File: src/rtl/quad_vel_est_if.sv
// Decoder-to-estimator bundle: step/dir/illegal strobes in, speed measures out.
// master = decoder/control side, slave = quad_vel_est.
interface quad_vel_est_if #(
  parameter int CNT_W    = 16,
  parameter int PERIOD_W = 24
);
  logic                       step_pulse;
  logic                       dir;
  logic                       illegal;
  logic signed [CNT_W-1:0]    vel_counts;
  logic                       vel_valid;
  logic                       win_err;
  logic signed [CNT_W-1:0]    vel_filt;
  logic        [PERIOD_W-1:0] period;
  logic                       period_valid;
  logic                       stalled;
  logic        [7:0]          err_cnt;

  modport master (
    output step_pulse, dir, illegal,
    input  vel_counts, vel_valid, win_err, vel_filt,
    input  period, period_valid, stalled, err_cnt
  );

  modport slave (
    input  step_pulse, dir, illegal,
    output vel_counts, vel_valid, win_err, vel_filt,
    output period, period_valid, stalled, err_cnt
  );
endinterface

File: src/rtl/quad_vel_est.sv
// quad_vel_est: signed step count per gate window plus same-direction step period and stall detect.
// Registered outputs, 1-cycle latency, no backpressure; `VEL_FILTER_EN adds an IIR on vel_filt.
module quad_vel_est #(
  parameter int WINDOW_CYCLES = 100000,
  parameter int CNT_W         = 16,
  parameter int PERIOD_W      = 24,
  parameter int FILT_SHIFT    = 3
) (
  input  logic           clk,
  input  logic           rst,
  quad_vel_est_if.slave  est_io
);

  localparam int                      WIN_W    = $clog2(WINDOW_CYCLES);
  localparam logic [WIN_W-1:0]        WIN_LAST = WIN_W'(WINDOW_CYCLES - 1);
  localparam logic signed [CNT_W-1:0] CNT_MAX  = {1'b0, {(CNT_W-1){1'b1}}};
  localparam logic signed [CNT_W-1:0] CNT_MIN  = {1'b1, {(CNT_W-1){1'b0}}};
  localparam logic [PERIOD_W-1:0]     GAP_MAX  = '1;

  typedef enum logic {SEED, TRACK} pstate_e;

  logic                    step, dir, illegal;
  logic [WIN_W-1:0]        win_q, win_d;
  logic                    win_end;
  logic signed [CNT_W-1:0] acc_q, acc_d, acc_next;
  logic signed [CNT_W-1:0] vel_q, vel_d;
  logic                    vel_valid_q, vel_valid_d;
  logic                    err_flag_q, err_flag_d;
  logic                    win_err_q, win_err_d;
  logic [7:0]              err_cnt_q, err_cnt_d;
  logic [PERIOD_W-1:0]     gap_q, gap_d;
  logic [PERIOD_W-1:0]     period_q, period_d;
  logic                    period_valid_q, period_valid_d;
  logic                    stalled_q, stalled_d;
  logic                    last_dir_q, last_dir_d;
  logic                    reseed_q, reseed_d;
  logic                    period_load, dir_load, stall_set;
  pstate_e                 state_q, state_d;

  assign step    = est_io.step_pulse;
  assign dir     = est_io.dir;
  assign illegal = est_io.illegal;

  // Window timer, saturating accumulator and illegal-event bookkeeping.
  always_comb begin
    win_end  = (win_q == WIN_LAST);
    win_d    = win_end ? '0 : win_q + WIN_W'(1);
    acc_next = acc_q;
    if (step && dir && (acc_q != CNT_MAX)) begin
      acc_next = acc_q + CNT_W'(1);
    end else if (step && !dir && (acc_q != CNT_MIN)) begin
      acc_next = acc_q - CNT_W'(1);
    end
    acc_d       = win_end ? '0 : acc_next;
    vel_d       = win_end ? acc_next : vel_q;
    vel_valid_d = win_end;
    err_flag_d  = win_end ? 1'b0 : (err_flag_q | illegal);
    win_err_d   = win_end ? (err_flag_q | illegal) : win_err_q;
    err_cnt_d   = (illegal && (err_cnt_q != 8'hFF)) ? err_cnt_q + 8'd1 : err_cnt_q;
    if (step) begin
      gap_d = PERIOD_W'(1);
    end else if (gap_q == GAP_MAX) begin
      gap_d = GAP_MAX;
    end else begin
      gap_d = gap_q + PERIOD_W'(1);
    end
  end

  always_ff @(posedge clk or posedge rst) begin
    if (rst) begin
      state_q <= SEED;
    end else begin
      state_q <= state_d;
    end
  end

  always_comb begin
    state_d = state_q;
    case (state_q)
      SEED:    if (step) state_d = TRACK;
      TRACK:   if (!step && (gap_d == GAP_MAX)) state_d = SEED;
      default: state_d = SEED;
    endcase
  end

  // A reversal stays in TRACK but marks the following step as a fresh seed.
  always_comb begin
    period_load = 1'b0;
    dir_load    = 1'b0;
    stall_set   = 1'b0;
    reseed_d    = reseed_q;
    case (state_q)
      SEED: begin
        if (step) begin
          dir_load = 1'b1;
          reseed_d = 1'b0;
        end
      end
      TRACK: begin
        if (step) begin
          if (reseed_q) begin
            dir_load = 1'b1;
            reseed_d = 1'b0;
          end else if (dir != last_dir_q) begin
            dir_load = 1'b1;
            reseed_d = 1'b1;
          end else if (!stalled_q) begin
            period_load = 1'b1;
          end
        end else if (gap_d == GAP_MAX) begin
          stall_set = 1'b1;
          reseed_d  = 1'b0;
        end
      end
      default: ;
    endcase
    period_d       = period_load ? gap_q : period_q;
    period_valid_d = period_load;
    last_dir_d     = dir_load ? dir : last_dir_q;
    stalled_d      = step ? 1'b0 : (stall_set | stalled_q);
  end

  always_ff @(posedge clk or posedge rst) begin
    if (rst) begin
      win_q          <= '0;
      acc_q          <= '0;
      vel_q          <= '0;
      vel_valid_q    <= 1'b0;
      err_flag_q     <= 1'b0;
      win_err_q      <= 1'b0;
      err_cnt_q      <= '0;
      gap_q          <= '0;
      period_q       <= '0;
      period_valid_q <= 1'b0;
      stalled_q      <= 1'b0;
      last_dir_q     <= 1'b0;
      reseed_q       <= 1'b0;
    end else begin
      win_q          <= win_d;
      acc_q          <= acc_d;
      vel_q          <= vel_d;
      vel_valid_q    <= vel_valid_d;
      err_flag_q     <= err_flag_d;
      win_err_q      <= win_err_d;
      err_cnt_q      <= err_cnt_d;
      gap_q          <= gap_d;
      period_q       <= period_d;
      period_valid_q <= period_valid_d;
      stalled_q      <= stalled_d;
      last_dir_q     <= last_dir_d;
      reseed_q       <= reseed_d;
    end
  end

`ifdef VEL_FILTER_EN
  logic signed [CNT_W-1:0] filt_q, filt_d;
  logic signed [CNT_W:0]   filt_diff, filt_step;

  // Difference carried one bit wider so full-scale swings cannot overflow before the shift.
  always_comb begin
    filt_diff = {acc_next[CNT_W-1], acc_next} - {filt_q[CNT_W-1], filt_q};
    filt_step = filt_diff >>> FILT_SHIFT;
    filt_d    = win_end ? (filt_q + filt_step[CNT_W-1:0]) : filt_q;
  end

  always_ff @(posedge clk or posedge rst) begin
    if (rst) begin
      filt_q <= '0;
    end else begin
      filt_q <= filt_d;
    end
  end

  assign est_io.vel_filt = filt_q;
`else
  if (FILT_SHIFT < 0) begin : g_bad_filt_shift
  end
  assign est_io.vel_filt = vel_q;
`endif

  assign est_io.vel_counts   = vel_q;
  assign est_io.vel_valid    = vel_valid_q;
  assign est_io.win_err      = win_err_q;
  assign est_io.period       = period_q;
  assign est_io.period_valid = period_valid_q;
  assign est_io.stalled      = stalled_q;
  assign est_io.err_cnt      = err_cnt_q;

endmodule

File: src/flat_wrapper.sv
// flat-port wrapper written by rule: the top's interface ports become plain ports
module quad_vel_est_flat 
#(
  parameter int WINDOW_CYCLES = 100000,
  parameter int CNT_W         = 16,
  parameter int PERIOD_W      = 24,
  parameter int FILT_SHIFT    = 3
)
  (clk, rst, est_io_step_pulse, est_io_dir, est_io_illegal, est_io_vel_counts, est_io_vel_valid, est_io_win_err, est_io_vel_filt, est_io_period, est_io_period_valid, est_io_stalled, est_io_err_cnt);
  quad_vel_est_if #(.CNT_W(CNT_W), .PERIOD_W(PERIOD_W)) est_io_i ();
  input  logic clk;
  input  logic rst;
  input wire logic [$bits(est_io_i.step_pulse)-1:0] est_io_step_pulse;
  input wire logic [$bits(est_io_i.dir)-1:0] est_io_dir;
  input wire logic [$bits(est_io_i.illegal)-1:0] est_io_illegal;
  output wire logic [$bits(est_io_i.vel_counts)-1:0] est_io_vel_counts;
  output wire logic [$bits(est_io_i.vel_valid)-1:0] est_io_vel_valid;
  output wire logic [$bits(est_io_i.win_err)-1:0] est_io_win_err;
  output wire logic [$bits(est_io_i.vel_filt)-1:0] est_io_vel_filt;
  output wire logic [$bits(est_io_i.period)-1:0] est_io_period;
  output wire logic [$bits(est_io_i.period_valid)-1:0] est_io_period_valid;
  output wire logic [$bits(est_io_i.stalled)-1:0] est_io_stalled;
  output wire logic [$bits(est_io_i.err_cnt)-1:0] est_io_err_cnt;
  assign est_io_i.step_pulse = est_io_step_pulse;
  assign est_io_i.dir = est_io_dir;
  assign est_io_i.illegal = est_io_illegal;
  assign est_io_vel_counts = est_io_i.vel_counts;
  assign est_io_vel_valid = est_io_i.vel_valid;
  assign est_io_win_err = est_io_i.win_err;
  assign est_io_vel_filt = est_io_i.vel_filt;
  assign est_io_period = est_io_i.period;
  assign est_io_period_valid = est_io_i.period_valid;
  assign est_io_stalled = est_io_i.stalled;
  assign est_io_err_cnt = est_io_i.err_cnt;
  quad_vel_est #(.WINDOW_CYCLES(WINDOW_CYCLES), .CNT_W(CNT_W), .PERIOD_W(PERIOD_W), .FILT_SHIFT(FILT_SHIFT)) u_core (.clk(clk), .rst(rst), .est_io(est_io_i));
endmodule
File: config.mk
export PLATFORM = sky130hd
export DESIGN_NAME = quad_vel_est_flat
export DESIGN_NICKNAME = d
export VERILOG_FILES = /design/src/rtl/quad_vel_est_if.sv /design/src/rtl/quad_vel_est.sv /design/src/flat_wrapper.sv
export SDC_FILE = /design/constraint.sdc
export NUM_CORES = 1
export LEC_CHECK = 0
export CELL_PAD_IN_SITES_DETAIL_PLACEMENT = 0
export CELL_PAD_IN_SITES_GLOBAL_PLACEMENT = 1
export CORE_MARGIN = 1
export CORE_UTILIZATION = 43
export CTS_CLUSTER_SIZE = 20
export DETAILED_ROUTE_END_ITERATION = 10
export HOLD_SLACK_MARGIN = 0.06
export PLACE_DENSITY_LB_ADDON = 0.3
export SLEW_MARGIN = 20
export SYNTH_ARGS = -nofsm -noshare
export SYNTH_HDL_FRONTEND = slang
export SYNTH_SLANG_ARGS = --single-unit
File: constraint.sdc
create_clock -name clk -period 5.3 [get_ports clk]
set_input_delay 1.06 -clock clk [delete_from_list [all_inputs] [get_ports clk]]
set_output_delay 1.06 -clock clk [all_outputs]
set_load 0.005 [all_outputs]
Word-level counts from Yosys, hierarchy flattened. Cells that the tools add are included.

Register bits: 113. Input port bits: 5. Output and inout bits: 68. Word-level logic and storage cells: 68.

Add/subtract/negate cells: 5. Equality and inequality tests: 9. Multiplexer cells: 28. Bitwise logic cells: 3. Reduce and logical (&&, ||, !) cells: 9.

Operators by type and width (count): $eq A24 B24 Y1 const B (2); $mux W16 (3); $mux W24 (2); $ne A16 B16 Y1 const B (2); $add A24 B1 Y24 const B (1); $mux W1 (19); $add A17 B1 Y17 const B (1); $eq A17 B17 Y1 const B (1); $mux W17 (1); $add A16 B2 Y16 const B (1); $sub A16 B2 Y16 const B (1); $add A8 B1 Y8 const B (1); $ne A8 B8 Y1 const B (1); $logic_and A1 B1 Y1 (6); $pmux W1 S2 (3); $ne A3 B3 Y1 const B (1); $logic_not A1 Y1 (2); $ne A2 B2 Y1 const B (1); $or A1 B1 Y1 (2); $reduce_and A2 Y1 (1); $ne A1 B1 Y1 (1); $not A1 Y1 (1).

Depth between registers and ports, before layout. Gate-level depths: netlist (run 1).

Word-level depth: 9. Depth in mapped cells: 9. Mapped depth without buffers: 9.

Worst setup path before layout (run 1). Ideal clock, no wire load.

Kind: reg-to-reg. Start: register u_core.gap_q[1]. End: register u_core.reseed_q. Library setup time: 122 ps. Arrival: 2473 ps. Required time: 5178 ps. Setup slack: 2706 ps. Stages on the path, launching flop included: 10. Path buffers: 1. Clock period less this slack: 2594 ps. Cell sequence: dfrtp_1 ha_1 buf_4 nand3_1 or4b_1 a2111oi_0 o21ai_1 o41ai_2 nand4_1 a32o_1.

Longest elaborated chain between the ends: 6. Elaborated cells on any way between the ends: 7. Those cells by class: add/sub: 1; eq/ne: 3; mux: 2; reduce/logical: 1.

RTL lines: start, declared (RTL line quad_vel_est.sv:31) `logic [PERIOD_W-1:0] gap_q, gap_d;`; start signal, assigned (RTL line quad_vel_est.sv:146) `gap_q <= gap_d;`; $add A24 B1 Y24 / $eq A24 B24 Y1 (equally long branches) (RTL line quad_vel_est.sv:65, quad_vel_est.sv:62); $mux W24 * (RTL line quad_vel_est.sv:62) `end else if (gap_q == GAP_MAX) begin`; $mux W24 * (RTL line quad_vel_est.sv:60) `if (step) begin`; $eq A24 B24 Y1 * (RTL line quad_vel_est.sv:110) `end else if (gap_d == GAP_MAX) begin`; $ne A3 B3 Y1 (no source line) *; $reduce_and A2 Y1 (no source line) *; end signal, assigned (RTL line quad_vel_est.sv:151) `reseed_q <= reseed_d;`; end, declared (RTL line quad_vel_est.sv:36) `logic reseed_q, reseed_d;`.

Mark *: on every way between the ends. The rest lies on a longest branch, timed or not. A chain may end at the register's enable or synchronous reset.

Worst setup path after layout (run 1).
Start: register u_core.gap_q[0]. End: register u_core.reseed_q.

Same word-level chain as after synthesis.

==> metrics.yaml, run 1 <==
drc: 0
path_delay_family: "simple AND/OR/NAND/NOR gates"
htreeDepth: 4
ys_top_cells_by_count: "nand2_1 (120), dfrtp_1 (113), nor2_1 (50)"
total_power_mw: 2.54
r2r_slack_ns: 1.83
nNetsFinal: 653
path_buf_inv: 0
grt_pass1_vias: 4311
hold_class: "register to register"
io_buffer_count: 72
yosys.cell_types.count: 65
clock.fmax_mhz: 289
antenna_found_initial: 0
setup_viol: 0
synth_warnings: 0
setup_ws_ns: 1.83
antennaDiodeCount: 0
grt_max_degree: 75
clk_pin_slew_ns: 0.05
crit_type: "register to register"
synth_area_um2: 5600
leakage_nw: 2.99
hp-start: "u_core.est_io.period[1]$_DFFE_PP0P_"
synth_edf_count: 0
dieHeight_um: 116
hpwl_um: 7910
synth-seq-cells: 113
p_per_area_nw_per_um2: 371
postSynthCellCount: 590
critPathArrivalTime_ns: 3.77
nFillCells: 1153
syn_nets: 601
vdd_drop_max_v: 0.000196
crit_top_cell: "nand3_1"
synth_ff_type: "dfrtp_1"
maxCapViolations: 0
cp_slowest_stage_delay_ns: 0.74
synth_top_area_share_pct: 50.5
cts_made_buffers: 17
die_area_um2: 13500
finalSetupTns_ns: 0
critPathMaxFanout: 21
detail-route-antenna-nets: 0
post-cts-setup-buffer-count: 0
cts.repair.resized: 0
grt_pass1_wl_um: 20000
period_needed_ns: 3.47
r2r_start: "u_core.gap_q[0]$_DFF_PP0_"
post-route-period-util_pct: 65.4
gp_congestion: 0.927
cts_tree: "built"
syn_to_final_growth_pct: 22.5
max-clock-path-buffers: 2
wl_per_cell_um: 14.2
hold_ws_ns: 0.468
use_met2_pct: 32.0
ys_top_cells_by_area: "dfrtp_1 (51%), nand2_1 (8.1%), xor2_1 (4.4%), xnor2_1 (4.1%), nor2_1 (3.4%)"
grt-busiest-layer: "met2"
via_count: 4352
worstPathCellList: "ha_1 -> nand3_1 -> nor3_2 -> nand3_1 -> a2111oi_4 -> nand4_1 -> a32o_1"
postCtsHoldBufs: 0
register_area_um2: 2830
slew_viol_final: 0
clock_sinks: 113
dr.pass1.iters: 6
cp_slowest_cell: "nand3_1"
die-width_um: 116
worst_pin_slew_ns: 0.919
rsz0062_at_grt: "no"
synth_most_common_cell: "nand2_1"
routed_wl_um: 11700
synth_area_per_cell_um2: 9.48
status: "completed"
via_per_inst: 5.26
clock_latency_ns: 0.42
num_rows: 41
cts_root_buf: "clkbuf_16"
cp-end-kind: "register"
track_usage_pct: 19.5
skew_ns: 0.00574
pre_cts_slack_ns: 1.84
core_um2: 12700
relSlewSlack_pct: 38.8
use_met1_pct: 23.4
layout-drive-gt1-share_pct: 7.33
ys_seq_area_share_pct: 50.5
grt_overflow_total: 0
cp-startpoint: "u_core.gap_q[0]$_DFF_PP0_"
drt_iter0_markers: 199
multi_input_area_um2: 2440
initial_core_util_pct: 44.2
grt_util_met3_pct: 6.33
cp.required_ns: 5.61
finalHoldViolations: 0
synth_top_cell_by_area: "dfrtp_1"
start_kind: "register"
io_pins: 73
ys_async_sr_fraction_pct: 100
## tightest hold or removal path, cell delays in order, from the launching register on
cell and delay (ns):
dfrtp_1 0.34, nand2_1 0.05, nand2_1 0.05
## cell families (layout without fill, tap and decap cells)
kind of cell	after synthesis	after routing	share of synthesized area (%)
adder cells (fa/ha/maj)	6	6	1.34
AO/OA/AOI/OAI	84	84	9.97
multiplexers	4	4	0.783
flip-flops	113	113	50.5
AND/OR/NAND/NOR	269	269	23.1
buffers and inverters	60	125	5.79
XOR/XNOR	54	54	8.45
## per-stage QoR
step / instance area, um2 / utilization, % / cells
floorplan: 5600 / - / 590
global placement: 6310 / 49.8 / 795
detailed placement: 6310 / 49.8 / 795
CTS: 6850 / 54.1 / 827
global route: 6850 / 54.1 / 827
finish: 6850 / 54.1 / 827
## registers in the layout (all words and copies together), names as in the netlist
signal                      count
u_core.est_io.period           24
u_core.gap_q                   24
u_core.win_q                   17
u_core.acc_q                   16
u_core.est_io.vel_counts       16
u_core.est_io.err_cnt           8
u_core.err_flag_q               1
u_core.est_io.period_valid      1
u_core.est_io.stalled           1
u_core.est_io.vel_valid         1
u_core.est_io.win_err           1
u_core.last_dir_q               1
u_core.reseed_q                 1
u_core.state_q                  1
## layer usage
metal	up-vias	part of all wire (%)
met1	2137	46
li1	2108	-
met4	0	2.3
met5	-	0
met3	23	3.8
met2	84	48
## layout make-up
type                       instances  area share, %
sequential                       113           41.3
multi-input combinational        417           35.7
timing repair buffer              77           11.1
clock buffer                      26           7.14
tap                              172           3.14
inverter                          16          0.913
clock inverter                     6          0.804
## report_power, final
| group | total (mW) | leakage (nW) | internal [mW] | switching [mW] |
|---|---|---|---|---|
| registers | 1.09 | 1.41 | 0.963 | 0.125 |
| logic | 0.406 | 1.30 | 0.198 | 0.208 |
| clock network | 1.05 | 0.272 | 0.676 | 0.374 |
## path summary, 6_finish.rpt
kind,depth (start not counted),end
setup reg to reg,7,u_core.reseed_q$_DFFE_PP0P_
hold / removal,2,u_core.est_io.period[1]$_DFFE_PP0P_
min in group asynchronous,2,u_core.est_io.err_cnt[4]$_DFFE_PP0P_
max in group asynchronous,3,u_core.gap_q[18]$_DFF_PP0_
hold reg to reg,2,u_core.est_io.period[1]$_DFFE_PP0P_
setup / recovery,7,u_core.reseed_q$_DFFE_PP0P_
## cells in the final DEF (no fill, tap or decap), drive strengths merged, types with 5 or more instances in the layout
| master | n |
|---|---|
| a21oi | 26 |
| a31oi | 5 |
| and2 | 7 |
| and3 | 5 |
| buf | 5 |
| clkbuf | 26 |
| clkdlybuf4s50 | 72 |
| clkinv | 6 |
| dfrtp | 113 |
| ha | 6 |
| inv | 15 |
| nand2 | 120 |
| nand3 | 25 |
| nand4 | 13 |
| nor2 | 50 |
| nor3 | 12 |
| nor4 | 5 |
| o21ai | 21 |
| o22ai | 5 |
| or3 | 10 |
| or4 | 6 |
| xnor2 | 26 |
| xor2 | 28 |
Power figures use the tool's default switching activity.
==> run 2: changes to the inputs <==
--- a/config.mk
+++ b/config.mk
@@ -8,7 +8,7 @@
 export CELL_PAD_IN_SITES_DETAIL_PLACEMENT = 0
 export CELL_PAD_IN_SITES_GLOBAL_PLACEMENT = 1
 export CORE_MARGIN = 1
-export CORE_UTILIZATION = 43
+export CORE_UTILIZATION = 39
 export CTS_CLUSTER_SIZE = 20
 export DETAILED_ROUTE_END_ITERATION = 10
 export HOLD_SLACK_MARGIN = 0.06
==> constraint.sdc (replaced) <==
create_clock -name clk -period 2.88 [get_ports clk]
set_input_delay 0.576 -clock clk [delete_from_list [all_inputs] [get_ports clk]]
set_output_delay 0.576 -clock clk [all_outputs]
set_load 0.005 [all_outputs]
==> run 2 against run 1 <==
  * Clock-buffer cell count up 2
  * Non-clock buffer count is 12 higher
  * First-iteration DRC count grew 29%
  * Sequential power grew 83%
  * Clock skew increased by 0.0011 ns
  * Final cell count increased by 2.4%
  * Fmax up 30%
  * Combinational power rose by 93%
  * Register-to-register slack got worse by 1.6 ns
  * Via count fell by 1.6%
  * Worst hold slack better by 0.0015 ns
==> metrics.yaml, run 2 (synthesis gave the netlist of run 1 again) <==
status: "completed"
drc: 0  # unchanged
hold_ws_ns: 0.469  # +0.00145 ns
vdd_drop_max_v: 0.000405  # +110%
drt_iter0_markers: 257  # +29%
wl_per_cell_um: 14.2  # +0.36%
critPathArrivalTime_ns: 2.94  # -0.83 ns
io_pins: 73  # unchanged
cts.repair.resized: 0  # unchanged
finalSetupTns_ns: 0  # unchanged
maxCapViolations: 0  # unchanged
final_area_um2: 7050  # +2.9%
clk_pin_slew_ns: 0.05  # about the same
io_buffer_count: 72  # unchanged
period_needed_ns: 2.66  # -0.809 ns
total_power_mw: 4.92  # +94%
grt_overflow_total: 0  # unchanged
skew_ns: 0.00686  # +0.00111 ns
cp_slowest_cell: "or4_1"
comb_power_share_pct: 15.9  # about the same
grt_pass1_vias: 4281  # -0.70%
p_switching_mw: 1.29  # +83%
antennaDiodeCount: 0  # unchanged
postCtsHoldBufs: 0  # unchanged
post-route-period-util_pct: 92.3  # +27 points
dieHeight_um: 122  # +4.9%
cts_tree: "built"
num_rows: 43  # +4.9%
htreeDepth: 4  # unchanged
antenna_found_initial: 0  # unchanged
die_area_um2: 14800  # +10%
max-clock-path-buffers: 2  # unchanged
cp.required_ns: 3.17  # -2.44 ns
final_common_cell: "nand2_1"
track_usage_pct: 17.7  # -1.8 points
hold_class: "register to register"
nNetsFinal: 665  # +1.8%
cp_slowest_stage_delay_ns: 0.50  # -0.24 ns
p_int_mw: 3.63  # +98%
clock_latency_ns: 0.41  # about the same
clock_sinks: 113  # unchanged
worst_pin_slew_ns: 0.794  # -0.125 ns
via_count: 4284  # -1.6%
cts_made_buffers: 17  # unchanged
dr.pass1.iters: 4  # -2
via_per_inst: 5.06  # -3.9%
setup_viol: 0  # unchanged
worstHoldPathCells: 2  # unchanged
grt_pass1_wl_um: 20500  # +2.7%
hpwl_um: 8070  # +2.0%
start_kind: "register"
grt_max_degree: 114  # +52%
die-width_um: 122  # +4.9%
core_um2: 13900  # +10%
clkPwrFrac_pct: 43.7  # +2.4 points
finalHoldViolations: 0  # unchanged
leakage_nw: 3.08  # +3.0%
cts_root_buf: "clkbuf_16"
gp_congestion: 0.868  # -6.4%
switching_share_pct: 26.2  # -1.6 points
crit_type: "register to register"
detail-route-antenna-nets: 0  # unchanged
rsz0062_at_grt: "no"
seqPwrFrac_pct: 40.4  # -2.4 points
dpl-instance-area_um2: 6430  # +2.0%
r2r_cells: 7  # unchanged
post-cts-setup-buffer-count: 0  # unchanged
p_per_area_nw_per_um2: 698  # +88%
layout-drive-gt1-share_pct: 9.30  # +2.0 points
worstPathCellList: "ha_1 -> inv_1 -> or4_1 -> a2111o_1 -> o41ai_2 -> nand4_1 -> a32o_1"
critPathMaxFanout: 10  # -52%
initial_core_util_pct: 40.2  # -4.0 points
relSlewSlack_pct: 46.7  # +8.0 points
cp-end-kind: "register"
syn_to_final_growth_pct: 26.0
slew_viol_final: 0  # unchanged
clock.fmax_mhz: 376  # +30%
final_cell_mix: "nand2_1 (120), dfrtp_1 (111), clkdlybuf4s50_1 (72)"
routed_wl_um: 12100  # +2.8%
run 2: layout make-up:
cell class / count / area [um2]
Clock buffer: 28 / 517
Clock inverter: 4 / 95.1
Fill cell: 1282 / 6890
Inverter: 16 / 63.8
Multi-Input combinational cell: 417 / 2440
Sequential cell: 113 / 2830
Tap cell: 180 / 225
Timing Repair Buffer: 89 / 873
run 2: per-stage QoR:
stage / utilization [%] / cells / setup WS (ns)
after floorplan: - / 590 / 0.286
after global placement: 46.2 / 815 / 0.294
after detailed placement: 46.2 / 815 / 0.188
after CTS: 50.6 / 847 / 0.132
after global routing: 50.6 / 847 / 0.00981
final: 50.6 / 847 / 0.222
run 2: final timing paths:
kind	start	to	slack, ns
min in group asynchronous	rst	u_core.est_io.vel_counts[6]$_DFFE_PP0P_	0.71
worst min-delay path	u_core.est_io.period[6]$_DFFE_PP0P_	u_core.est_io.period[6]$_DFFE_PP0P_	0.47
worst max-delay path	u_core.gap_q[0]$_DFF_PP0_	u_core.reseed_q$_DFFE_PP0P_	0.22
max in group asynchronous	rst	u_core.gap_q[1]$_DFF_PP0_	1.68
worst max register to register	u_core.gap_q[0]$_DFF_PP0_	u_core.reseed_q$_DFFE_PP0P_	0.22
worst min register to register	u_core.est_io.period[6]$_DFFE_PP0P_	u_core.est_io.period[6]$_DFFE_PP0P_	0.47
run 2: worst max-delay path, delay by kind of cell, from the launching register on:
family	cells	cell delay, ns
adder cells (fa/ha/maj)	1	0.30
buffers and inverters	1	0.05
AO/OA/AOI/OAI	3	1.04
AND/OR/NAND/NOR	2	0.68
flip-flops	1	0.47
run 2: metal layers:
layer | wire, um | GRT usage, %
met1 | 5670 | 22.3
met2 | 5810 | 28.4
met3 | 439 | 5.01
met4 | 147 | 7.41
met5 | 0 | 0
run 2: power by group through the flow:
stage / clock, mW / combinational, mW / sequential, mW
floorplan: 0 / 0.541 / 1.94
global placement: 0 / 0.770 / 2.00
detailed placement: 0 / 0.792 / 2.00
CTS: 2.21 / 0.794 / 1.98
global route: 2.27 / 0.879 / 2.02
finish: 2.15 / 0.782 / 1.99
